<file path="config.mk">
export PLATFORM = sky130hd
export DESIGN_NAME = secuenciador_prueba_frames
export DESIGN_NICKNAME = d
export VERILOG_FILES = /design/src/rtl/prueba_frames_pkg.sv /design/src/rtl/contador_bcd_2d.sv /design/src/rtl/secuenciador_prueba_frames.sv
export SDC_FILE = /design/constraint.sdc
export NUM_CORES = 1
export LEC_CHECK = 0
export BUFFER_PORTS_ARGS = -buffer_cell sky130_fd_sc_hd__buf_2
export CAP_MARGIN = 10
export CELL_PAD_IN_SITES_DETAIL_PLACEMENT = 0
export CELL_PAD_IN_SITES_GLOBAL_PLACEMENT = 1
export CORE_MARGIN = 2
export CORE_UTILIZATION = 30
export CTS_BUF_LIST = sky130_fd_sc_hd__clkbuf_8
export DETAILED_ROUTE_END_ITERATION = 8
export GPL_TIMING_DRIVEN = 0
export PLACE_DENSITY_LB_ADDON = 0.08
export SLEW_MARGIN = 5
export SYNTH_ARGS = -nofsm -noshare
export SYNTH_HDL_FRONTEND = slang
export SYNTH_SLANG_ARGS = --single-unit
export TNS_END_PERCENT = 100
</file>
<file path="constraint.sdc">
create_clock -name clock -period 3.3 [get_ports clock]
set_input_delay 0.495 -clock clock [delete_from_list [all_inputs] [get_ports clock]]
set_output_delay 0.495 -clock clock [all_outputs]
set_load 0.03 [all_outputs]
</file>
<file path="src/rtl/prueba_frames_pkg.sv">
// Shared encodings, start values and month-length helper for the frame test sequencer.
// Build option: PRUEBA_BISIESTO_EN enables 29-day February in years divisible by 4.
package prueba_frames_pkg;

  localparam logic [2:0] MODO_CERO   = 3'b000;
  localparam logic [2:0] MODO_OCHOS  = 3'b001;
  localparam logic [2:0] MODO_RELOJ  = 3'b010;
  localparam logic [2:0] MODO_FECHA  = 3'b011;
  localparam logic [2:0] MODO_TIMER  = 3'b100;
  localparam logic [2:0] MODO_CURSOR = 3'b101;
  localparam logic [2:0] MODO_TODO   = 3'b110;

  localparam logic [23:0] HMS_INICIO   = 24'h115950;
  localparam logic [23:0] FECHA_INICIO = 24'h270224;
  localparam logic [23:0] TIMER_INICIO = 24'h000105;
  localparam logic [2:0]  DIA_INICIO   = 3'd2;
  localparam logic [23:0] TODO_OCHOS   = 24'h888888;

`ifdef PRUEBA_BISIESTO_EN
  localparam bit BISIESTO_EN = 1'b1;
`else
  localparam bit BISIESTO_EN = 1'b0;
`endif

  // Month and year are BCD; result is the BCD day count of that month.
  function automatic logic [7:0] dias_mes(input logic [7:0] mes, input logic [7:0] anio);
    logic [6:0] anio_bin;
    anio_bin = 7'(anio[7:4]) * 7'd10 + 7'(anio[3:0]);
    case (mes)
      8'h04, 8'h06, 8'h09, 8'h11: dias_mes = 8'h30;
      8'h02: dias_mes = (BISIESTO_EN && ((anio_bin % 7'd4) == 7'd0)) ? 8'h29 : 8'h28;
      default: dias_mes = 8'h31;
    endcase
  endfunction

endpackage

</file>
<file path="src/rtl/contador_bcd_2d.sv">
// Two-digit BCD counter, up or down, wrapping between MIN and max_i with carry/borrow out.
module contador_bcd_2d #(
  parameter logic [7:0] MIN = 8'h00,
  parameter bit         UP  = 1'b1
) (
  input  logic       clock,
  input  logic       reset,
  input  logic       load_i,
  input  logic [7:0] load_val_i,
  input  logic       en_i,
  input  logic [7:0] max_i,
  output logic [7:0] valor_o,
  output logic       carry_o
);

  logic [7:0] valor_q, valor_d;
  logic       limite;

  always_comb begin
    // Up counters use >= so an out-of-range loaded value still wraps cleanly.
    limite  = UP ? (valor_q >= max_i) : (valor_q == MIN);
    valor_d = valor_q;
    if (load_i) begin
      valor_d = load_val_i;
    end else if (en_i) begin
      if (limite) begin
        valor_d = UP ? MIN : max_i;
      end else if (UP) begin
        valor_d = (valor_q[3:0] == 4'd9) ? {valor_q[7:4] + 4'd1, 4'd0}
                                         : {valor_q[7:4], valor_q[3:0] + 4'd1};
      end else begin
        valor_d = (valor_q[3:0] == 4'd0) ? {valor_q[7:4] - 4'd1, 4'd9}
                                         : {valor_q[7:4], valor_q[3:0] - 4'd1};
      end
    end
  end

  always_ff @(posedge clock or negedge reset) begin
    if (!reset) begin
      valor_q <= 8'h00;
    end else begin
      valor_q <= valor_d;
    end
  end

  assign valor_o = valor_q;
  assign carry_o = en_i & ~load_i & limite;

endmodule

</file>
<file path="src/rtl/secuenciador_prueba_frames.sv">
// Switch-selected static/live stimulus for the VGA clock screen (clock, date, timer, cursor).
// Build option: PRUEBA_BISIESTO_EN (leap-year February, see prueba_frames_pkg).
module secuenciador_prueba_frames
  import prueba_frames_pkg::*;
#(
  parameter int unsigned CLK_HZ     = 100_000_000,
  parameter int unsigned TICK_HZ    = 1,
  parameter int unsigned NUM_CURSOR = 3
) (
  input  logic        clock,
  input  logic        reset,
  input  logic [2:0]  sw,
  output logic [23:0] hms_bcd,
  output logic [23:0] fecha_bcd,
  output logic [23:0] timer_bcd,
  output logic        AM_PM,
  output logic [2:0]  dia_semana,
  output logic        funcion,
  output logic [1:0]  cursor_location,
  output logic        tick,
  output logic        timer_done
);

  localparam int unsigned Div  = CLK_HZ / TICK_HZ;
  localparam int unsigned DivW = $clog2(Div);
  localparam logic [DivW-1:0] DivFin = DivW'(Div - 1);
  localparam logic [1:0] CursorFin = 2'(NUM_CURSOR - 1);

  logic [2:0]      sw_meta_q, modo_q, modo_prev_q;
  logic [DivW-1:0] div_q, div_d;
  logic            tick_q, tick_d;
  logic            am_q, am_d, funcion_q, funcion_d, timer_done_q, timer_done_d;
  logic [2:0]      dia_q, dia_d;
  logic [1:0]      cursor_q, cursor_d;
  logic            carga, run;

  logic [23:0] hms_ini, fecha_ini, timer_ini;
  logic        am_ini, funcion_ini;
  logic [2:0]  dia_ini;
  logic [1:0]  cursor_ini;

  logic [7:0] ss, mm, hh, dd, mes, anio, tss, tmm, thh;
  logic       ss_c, mm_c, hh_c, dd_c, mes_c, anio_c, tss_c, tmm_c, thh_c;
  logic       reloj_en, fecha_en, timer_en, cursor_en, vuelta_11, rollover;
  logic       unused_acarreo;

  assign carga = (modo_q != modo_prev_q);
  assign run   = tick_q & ~carga;

  always_comb begin
    hms_ini     = '0;
    fecha_ini   = '0;
    timer_ini   = '0;
    am_ini      = 1'b0;
    dia_ini     = 3'd0;
    funcion_ini = 1'b0;
    cursor_ini  = 2'd0;
    case (modo_q)
      MODO_OCHOS: begin
        hms_ini     = TODO_OCHOS;
        fecha_ini   = TODO_OCHOS;
        timer_ini   = TODO_OCHOS;
        am_ini      = 1'b1;
        dia_ini     = 3'd6;
        funcion_ini = 1'b1;
        cursor_ini  = CursorFin;
      end
      MODO_RELOJ, MODO_FECHA, MODO_TIMER, MODO_TODO: begin
        hms_ini     = HMS_INICIO;
        fecha_ini   = FECHA_INICIO;
        timer_ini   = TIMER_INICIO;
        dia_ini     = DIA_INICIO;
        funcion_ini = (modo_q == MODO_TODO);
      end
      MODO_CURSOR: funcion_ini = 1'b1;
      default: ;
    endcase
  end

  always_comb begin
    div_d  = (carga || div_q == DivFin) ? '0 : div_q + 1'b1;
    tick_d = (div_d == DivFin);
  end

  always_comb begin
    reloj_en  = run & (modo_q == MODO_RELOJ || modo_q == MODO_TODO);
    vuelta_11 = mm_c & (hh == 8'h11);
    // 11:59:59 PM -> 12:00:00 AM is the only clock event that advances the date.
    rollover  = vuelta_11 & am_q;
    fecha_en  = (run & (modo_q == MODO_FECHA)) | ((modo_q == MODO_TODO) & rollover);
    timer_en  = run & (modo_q == MODO_TIMER || modo_q == MODO_TODO) & (timer_bcd != 24'h0);
    cursor_en = run & (modo_q == MODO_CURSOR || modo_q == MODO_TODO);
  end

  always_comb begin
    am_d         = am_q;
    dia_d        = dia_q;
    funcion_d    = funcion_q;
    cursor_d     = cursor_q;
    timer_done_d = 1'b0;
    if (carga) begin
      am_d      = am_ini;
      dia_d     = dia_ini;
      funcion_d = funcion_ini;
      cursor_d  = cursor_ini;
    end else begin
      if (vuelta_11) am_d = ~am_q;
      if (fecha_en) dia_d = (dia_q >= 3'd6) ? 3'd0 : dia_q + 3'd1;
      if (cursor_en) cursor_d = (cursor_q >= CursorFin) ? 2'd0 : cursor_q + 2'd1;
      timer_done_d = timer_en & (timer_bcd == 24'h000001);
    end
  end

  always_ff @(posedge clock or negedge reset) begin
    if (!reset) begin
      sw_meta_q    <= 3'b000;
      modo_q       <= 3'b000;
      modo_prev_q  <= 3'b000;
      div_q        <= '0;
      tick_q       <= 1'b0;
      am_q         <= 1'b0;
      dia_q        <= 3'd0;
      funcion_q    <= 1'b0;
      cursor_q     <= 2'd0;
      timer_done_q <= 1'b0;
    end else begin
      sw_meta_q    <= sw;
      modo_q       <= sw_meta_q;
      modo_prev_q  <= modo_q;
      div_q        <= div_d;
      tick_q       <= tick_d;
      am_q         <= am_d;
      dia_q        <= dia_d;
      funcion_q    <= funcion_d;
      cursor_q     <= cursor_d;
      timer_done_q <= timer_done_d;
    end
  end

  contador_bcd_2d #(.MIN(8'h00), .UP(1'b1)) u_ss (
    .clock(clock), .reset(reset), .load_i(carga), .load_val_i(hms_ini[7:0]),
    .en_i(reloj_en), .max_i(8'h59), .valor_o(ss), .carry_o(ss_c)
  );
  contador_bcd_2d #(.MIN(8'h00), .UP(1'b1)) u_mm (
    .clock(clock), .reset(reset), .load_i(carga), .load_val_i(hms_ini[15:8]),
    .en_i(ss_c), .max_i(8'h59), .valor_o(mm), .carry_o(mm_c)
  );
  contador_bcd_2d #(.MIN(8'h01), .UP(1'b1)) u_hh (
    .clock(clock), .reset(reset), .load_i(carga), .load_val_i(hms_ini[23:16]),
    .en_i(mm_c), .max_i(8'h12), .valor_o(hh), .carry_o(hh_c)
  );

  contador_bcd_2d #(.MIN(8'h01), .UP(1'b1)) u_dd (
    .clock(clock), .reset(reset), .load_i(carga), .load_val_i(fecha_ini[23:16]),
    .en_i(fecha_en), .max_i(dias_mes(mes, anio)), .valor_o(dd), .carry_o(dd_c)
  );
  contador_bcd_2d #(.MIN(8'h01), .UP(1'b1)) u_mes (
    .clock(clock), .reset(reset), .load_i(carga), .load_val_i(fecha_ini[15:8]),
    .en_i(dd_c), .max_i(8'h12), .valor_o(mes), .carry_o(mes_c)
  );
  contador_bcd_2d #(.MIN(8'h00), .UP(1'b1)) u_anio (
    .clock(clock), .reset(reset), .load_i(carga), .load_val_i(fecha_ini[7:0]),
    .en_i(mes_c), .max_i(8'h99), .valor_o(anio), .carry_o(anio_c)
  );

  contador_bcd_2d #(.MIN(8'h00), .UP(1'b0)) u_tss (
    .clock(clock), .reset(reset), .load_i(carga), .load_val_i(timer_ini[7:0]),
    .en_i(timer_en), .max_i(8'h59), .valor_o(tss), .carry_o(tss_c)
  );
  contador_bcd_2d #(.MIN(8'h00), .UP(1'b0)) u_tmm (
    .clock(clock), .reset(reset), .load_i(carga), .load_val_i(timer_ini[15:8]),
    .en_i(tss_c), .max_i(8'h59), .valor_o(tmm), .carry_o(tmm_c)
  );
  contador_bcd_2d #(.MIN(8'h00), .UP(1'b0)) u_thh (
    .clock(clock), .reset(reset), .load_i(carga), .load_val_i(timer_ini[23:16]),
    .en_i(tmm_c), .max_i(8'h99), .valor_o(thh), .carry_o(thh_c)
  );

  assign unused_acarreo = ^{hh_c, anio_c, thh_c};

  assign hms_bcd         = {hh, mm, ss};
  assign fecha_bcd       = {dd, mes, anio};
  assign timer_bcd       = {thh, tmm, tss};
  assign AM_PM           = am_q;
  assign dia_semana      = dia_q;
  assign funcion         = funcion_q;
  assign cursor_location = cursor_q;
  assign tick            = tick_q;
  assign timer_done      = timer_done_q;

endmodule

</file>
# [Word-level counts from Yosys, hierarchy flattened]
# Index checks and enable logic that the tools add are counted.
[word_totals] wordCells=201 reg_bits=117 output_inout_bits=81
[classes] order_cmp=8 n_mux=54 bitwise=25 n_eq_ne=22 n_reduce_logical=43 n_addsub=21
[op_table] operator="8-bit two-way mux" n=36
[op_table] operator="24-bit case mux with 2 select lines" n=3
[op_table] operator="27-bit equality test, second input constant" n=2
[op_table] operator="4-bit by 1-bit adder with 4-bit output, second input constant" n=12
[op_table] operator="27-bit by 1-bit adder with 27-bit output, second input constant" n=1
[op_table] operator="27-bit two-way mux" n=1
[op_table] operator="3-bit nonzero test" n=9
[op_table] operator="24-bit by 1-bit equality test with 1-bit output, second input constant" n=1
[op_table] operator="4-bit equality test, second input constant" n=6
[op_table] operator="8-bit zero test" n=3
[op_table] operator="24-bit nonzero test" n=1
[op_table] operator="4-bit by 1-bit subtractor with 4-bit output, second input constant" n=6
[op_table] operator="1-bit bitwise AND" n=22
[op_table] operator="2-bit nonzero test" n=11
[op_table] operator="2-bit AND reduction" n=9
[op_table] operator="8-bit by 3-bit equality test with 1-bit output, second input constant" n=2
[op_table] operator="8-bit by 5-bit equality test with 1-bit output, second input constant" n=2
[op_table] operator="8-bit by 5-bit greater-or-equal comparator with 1-bit output, second input constant" n=2
[op_table] operator="8-bit by 7-bit greater-or-equal comparator with 1-bit output, second input constant" n=2
[op_table] operator="4-bit zero test" n=3
[op_table] operator="5-bit case mux with 2 select lines" n=1
[op_table] operator="3-bit equality test, second input constant" n=3
[op_table] operator="3-bit two-way mux" n=3
[op_table] operator="8-bit by 2-bit equality test with 1-bit output, second input constant" n=1
[op_table] operator="19 further kinds" n=31

# [Logic depth before layout (Yosys ltp)]
[logic_depth] word_depth=18 depth_mapped=14 depth_no_buf=13

# [Modules after synthesis]
# From an unflattened synthesis, not the netlist that was laid out.
[unflattened] hier_cells=1049 hier_area_um2=8924.8
[by_module_without_submodules] mod="secuenciador_prueba_frames" seq_area_each_um2=1126.1 n_inst=1 area_each_um2=2479.9 cells_per_inst=263
[by_module_without_submodules] mod="contador_bcd_2d (u_anio ...)" seq_area_each_um2=200.2 n_inst=3 area_each_um2=808.3 cells_per_inst=98
[by_module_without_submodules] mod="contador_bcd_2d (u_dd ...)" seq_area_each_um2=200.2 n_inst=3 area_each_um2=774.5 cells_per_inst=93
[by_module_without_submodules] mod="contador_bcd_2d (u_thh ...)" seq_area_each_um2=200.2 n_inst=3 area_each_um2=565.5 cells_per_inst=71

# [Worst setup path before layout]
# No wires, ideal clock.
[synth_path] path_kind="reg2reg" start="register u_mes.valor_q[5], in the netlist u_mes.valor_o[5]" end="register u_anio.valor_q[0], in the netlist u_anio.valor_o[0]" arrival_ns=3.343 stages_incl_launch_ff=14 n_path_buf=1 setup_slack_ns=-0.168 setup_time_ns=0.125 path_cell_list="dfrtp_1 > inv_1 > ha_1 > nor3b_1 > o21ai_0 > o21ai_0 > nand2_1 > ha_1 > or4b_2 > a211oi_1 > o211ai_1 > o211ai_1 > clkbuf_1 > mux2_2"
[synth_via] elab_chain_cells=8
[synth_rtl] element="from (decl)" line_no="contador_bcd_2d.sv:16" text="logic [7:0] valor_q, valor_d;"
[synth_rtl] element="from (signal assigned)" line_no="contador_bcd_2d.sv:42" text="valor_q <= valor_d;"
[synth_rtl] element="8-bit by 3-bit equality test with 1-bit output, or another cell as far along" line_no="prueba_frames_pkg.sv:29" text="case (mes)"
[synth_rtl] element="4-bit OR reduction" line_no="prueba_frames_pkg.sv:29"
[synth_rtl] element="5-bit case mux with 2 select lines" line_no="prueba_frames_pkg.sv:29"
[synth_rtl] element="8-bit by 6-bit greater-or-equal comparator with 1-bit output" line_no="contador_bcd_2d.sv:21" text="limite = UP ? (valor_q >= max_i) : (valor_q == MIN);"
[synth_rtl] element="1-bit bitwise AND (2 in series)" line_no="contador_bcd_2d.sv:47" text="assign carry_o = en_i & ~load_i & limite;"
[synth_rtl] element="1-bit bitwise AND *" line_no="contador_bcd_2d.sv:47"
[synth_rtl] element="2-bit nonzero test (no source line) *"
[synth_rtl] element="to (signal assigned)" line_no="contador_bcd_2d.sv:42"
[synth_rtl] element="to (decl)" line_no="contador_bcd_2d.sv:16"
# Every way passes the cells marked *; elsewhere a longest branch is shown, timed or not.
# A chain may end at the register's enable or synchronous reset.

# [Worst setup path in the final report]
[layout_path] start="register u_mes.valor_q[5], in the netlist u_mes.valor_o[5]" end="register u_anio.valor_q[7], in the netlist u_anio.valor_o[7]"
[layout_via] elab_chain_cells=9
[layout_rtl] element="8-bit by 3-bit equality test with 1-bit output, or another cell as far along" line_no="prueba_frames_pkg.sv:29"
[layout_rtl] element="4-bit OR reduction" line_no="prueba_frames_pkg.sv:29"
[layout_rtl] element="5-bit case mux with 2 select lines" line_no="prueba_frames_pkg.sv:29"
[layout_rtl] element="8-bit by 6-bit greater-or-equal comparator with 1-bit output" line_no="contador_bcd_2d.sv:21"
[layout_rtl] element="1-bit bitwise AND (2 in series)" line_no="contador_bcd_2d.sv:47"
[layout_rtl] element="1-bit bitwise AND *" line_no="contador_bcd_2d.sv:47"
[layout_rtl] element="2-bit nonzero test (no source line) *"
[layout_rtl] element="2-bit AND reduction (no source line) *"
# Marked as above.

==> results.tsv <==
metric	value	unit
synth_area_per_cell	9.07	µm²
grt_max_degree	77	
fmax	0.319	GHz
dr_wl_met2	9500	µm
top_layer_used	met4	
r2r-end	u_anio.valor_o[7]	
min_path_cells	1	
netlist_top_cells_area	dfrtp_1 (44%), ha_1 (5.6%), nor2_1 (4.9%)	
diodes	0	
port_buffers	85	
die_w	153	µm
synth_top_flop_cell	dfrtp_1	
async_flop_share	1.00	
antenna_left	0	
ios	86	
cts.clk_slew.worst_paths	0.08	ns
whs	0.184	ns
drc	0	
cp-end-kind	flop	
crit_type	flop to flop	
final_area	8130	µm²
gp_congestion	0.814	
grt_pass1_wl	32800	µm
dr.pass1.iters	5	
tightest_slew	1.07	ns
drive_gt1_frac	0.198	
die_area	23500	µm²
clockBufferDepth	2	
critPathMaxFanout	7	
ys_ff_latch	117	
cp-start-kind	flop	
wl_met3	768	µm
finalCriticalPeriod	3.13	ns
status	finished, final reports clean	
clock_sinks	117	
ctsHtreeMaxLevel	4	
root_buffer	clkbuf_8	
chipHeight	153	µm
clock_latency	0.45	ns
min_from	sw[2]	
ir_drop	0.251	mV
max_cap_violations	0	
grt_pass1_vias	6007	
grtUsageTotal	0.173	
placedInstanceArea	7510	µm²
r2r-start	u_mes.valor_o[5]	
slew_violations	0	
synth_edf_count	0	
power.density	466	nW/µm²
worstPathArrival	3.47	ns
drt-met1-wl	9440	µm
core_area	21900	µm²
critical_path_required	3.63	ns
syn_area	6690	µm²
r2r_slack	0.17	ns
rows	54	
tns	0	ns
initial_core_util	0.306	
syn2layout_area_growth	21.4	%
routed_via_density	5.28	
synth-seq-area-share	0.437	
antenna_found_initial	0	
yosys_warnings	0	
setup_viol	0	
netlist_instances	738	
synth_top_area_share	0.437	
clock_skew	0.0113	ns
reg2reg_depth	18	
cts_tree	yes	
wl	20100	µm
synth.largest_area_cell	dfrtp_1	
min_period_over_period	0.950	
drt_first_iter_violations	252	
syn_nets	773	
hold_viol_final	0	
hpwl	14100	µm
routedWlPerCell	17.5	µm
min_delay_worst_endpoint	sw_meta_q[2]	
p_leak	3.52	nW
globalRouteOverflowTotal	0	
numCtsBuffers	17	
relSlewSlack	0.283	
hold_class	primary input to flop	
cp-startpoint	u_mes.valor_o[5]	
synth_cell_types	70	
via_count	6074	
nets	892	
==> final cells by class <==
class	instances	area, µm²
Tap cell	280	350
Sequential cell	117	2930
Buffer	26	114
Clock buffer	19	262
Fill cell	2253	13800
Inverter	37	139
Timing Repair Buffer	102	586
Clock inverter	13	140
Multi-Input combinational cell	556	3610
==> flip-flops by register name, summed over array words and instances, names as in the netlist <==
signal	count
u_dd.valor_o	8
u_hh.valor_o	8
u_mes.valor_o	8
cursor_location	2
u_thh.valor_o	8
u_mm.valor_o	8
dia_semana	3
AM_PM	1
funcion	1
u_tss.valor_o	8
timer_done	1
modo_prev_q	3
sw_meta_q	3
modo_q	3
u_ss.valor_o	8
u_tmm.valor_o	8
u_anio.valor_o	8
div_q	27
tick	1
==> per-stage QoR <==
step	power (mW)	setup slack [ns]	instances	utilization
final	3.78	0.165	1150	0.371
after global routing	3.99	-0.0110	1150	0.371
after CTS	3.81	0.00387	1149	0.368
after detailed placement	2.35	-0.655	1104	0.343
after global placement	2.33	-0.668	1103	0.342
after floorplan	2.08	0.00698	738	-
==> synthesized netlist by cell type (4+ instances only) <==
cell and count:
a211oi_1 6, a21o_1 6, a21oi_1 40, a31oi_1 12, and2_1 4, and3_1 8
clkbuf_1 24, dfrtp_1 117, ha_1 30, inv_1 37, mux2_2 4, mux2i_1 9
nand2_1 54, nand2b_1 12, nand3_1 30, nand3b_1 8, nand4_1 10, nand4b_1 4
nor2_1 88, nor2b_1 5, nor3_1 22, nor3b_1 11, nor4_1 11, o21ai_0 46
o22ai_1 6, o311ai_0 4, o31ai_1 12, o32a_1 5, or2_2 5, or3_1 9
or4_1 9, xnor2_1 13, xor2_1 14
==> logic make-up (layout without fill, tap and decap cells) <==
logic type,after synthesis,after routing,share of synthesized area
buffers and inverters,65,197,0.0368
AO/OA/AOI/OAI,180,180,0.175
multiplexers,13,13,0.0202
flip-flops,117,117,0.437
XOR/XNOR,27,27,0.0353
AND/OR/NAND/NOR,305,305,0.237
adder cells (fa/ha/maj),31,31,0.0576
==> how the worst max path moves through the flow <==
stage / slack [ns] / end / depth (start not counted)
after floorplan: 0.007 / u_anio.valor_o[0] / 13
after global placement: -0.67 / u_mm.valor_o[1] / 8
after detailed placement: -0.65 / u_mm.valor_o[1] / 8
after CTS: 0.004 / u_anio.valor_o[0] / 13
after global routing: -0.01 / u_anio.valor_o[1] / 18
final: 0.17 / u_anio.valor_o[7] / 18
==> power breakdown <==
group	switching (mW)	total, mW	leakage (nW)	internal [mW]
Clock	0.627	1.40	0.223	0.771
Combinational	0.495	0.758	1.75	0.264
Sequential	0.118	1.63	1.55	1.51
==> critical path: stages (launching register included) <==
cell and delay (ns):
dfrtp_2 0.41, inv_2 0.09, ha_4 0.13, nor3b_4 0.17
buf_4 0.13, buf_4 0.10, buf_4 0.10, buf_4 0.09
buf_4 0.09, and4_4 0.23, inv_1 0.04, ha_1 0.28
a211oi_2 0.06, o211ai_1 0.27, o211ai_1 0.19, buf_4 0.19
buf_6 0.13, o31ai_2 0.20, o21ai_1 0.10
==> placed cells by master, fill, tap and decap left out, types with 10 or more instances in the layout <==
cell and instances:
clkbuf_8 19, o21ai_0 40, nand3_1 30, inv_1 38, buf_2 88, ha_1 29
a21oi_1 40, nand4_1 10, dfrtp_1 115, o31ai_1 11, nand2_1 54, nand2b_1 11
xor2_1 14, nor2_1 88, a31oi_1 12, nor3_1 21, xnor2_1 13, buf_4 16
clkbuf_1 16
==> metal layers <==
layer	global-route usage	up-vias
met5	0	-
met4	0.0607	0
met3	0.0320	29
met2	0.284	127
met1	0.230	2981
li1	-	2937
==> timing repair <==
item	CTS	global route
setup buffers	13	2
resized for setup	16	24
pin swaps	3	6
hold buffers	1	0
endpoints found under the setup margin	52	31
endpoints found under the hold margin	41	0
Power figures use the tool's default switching activity.
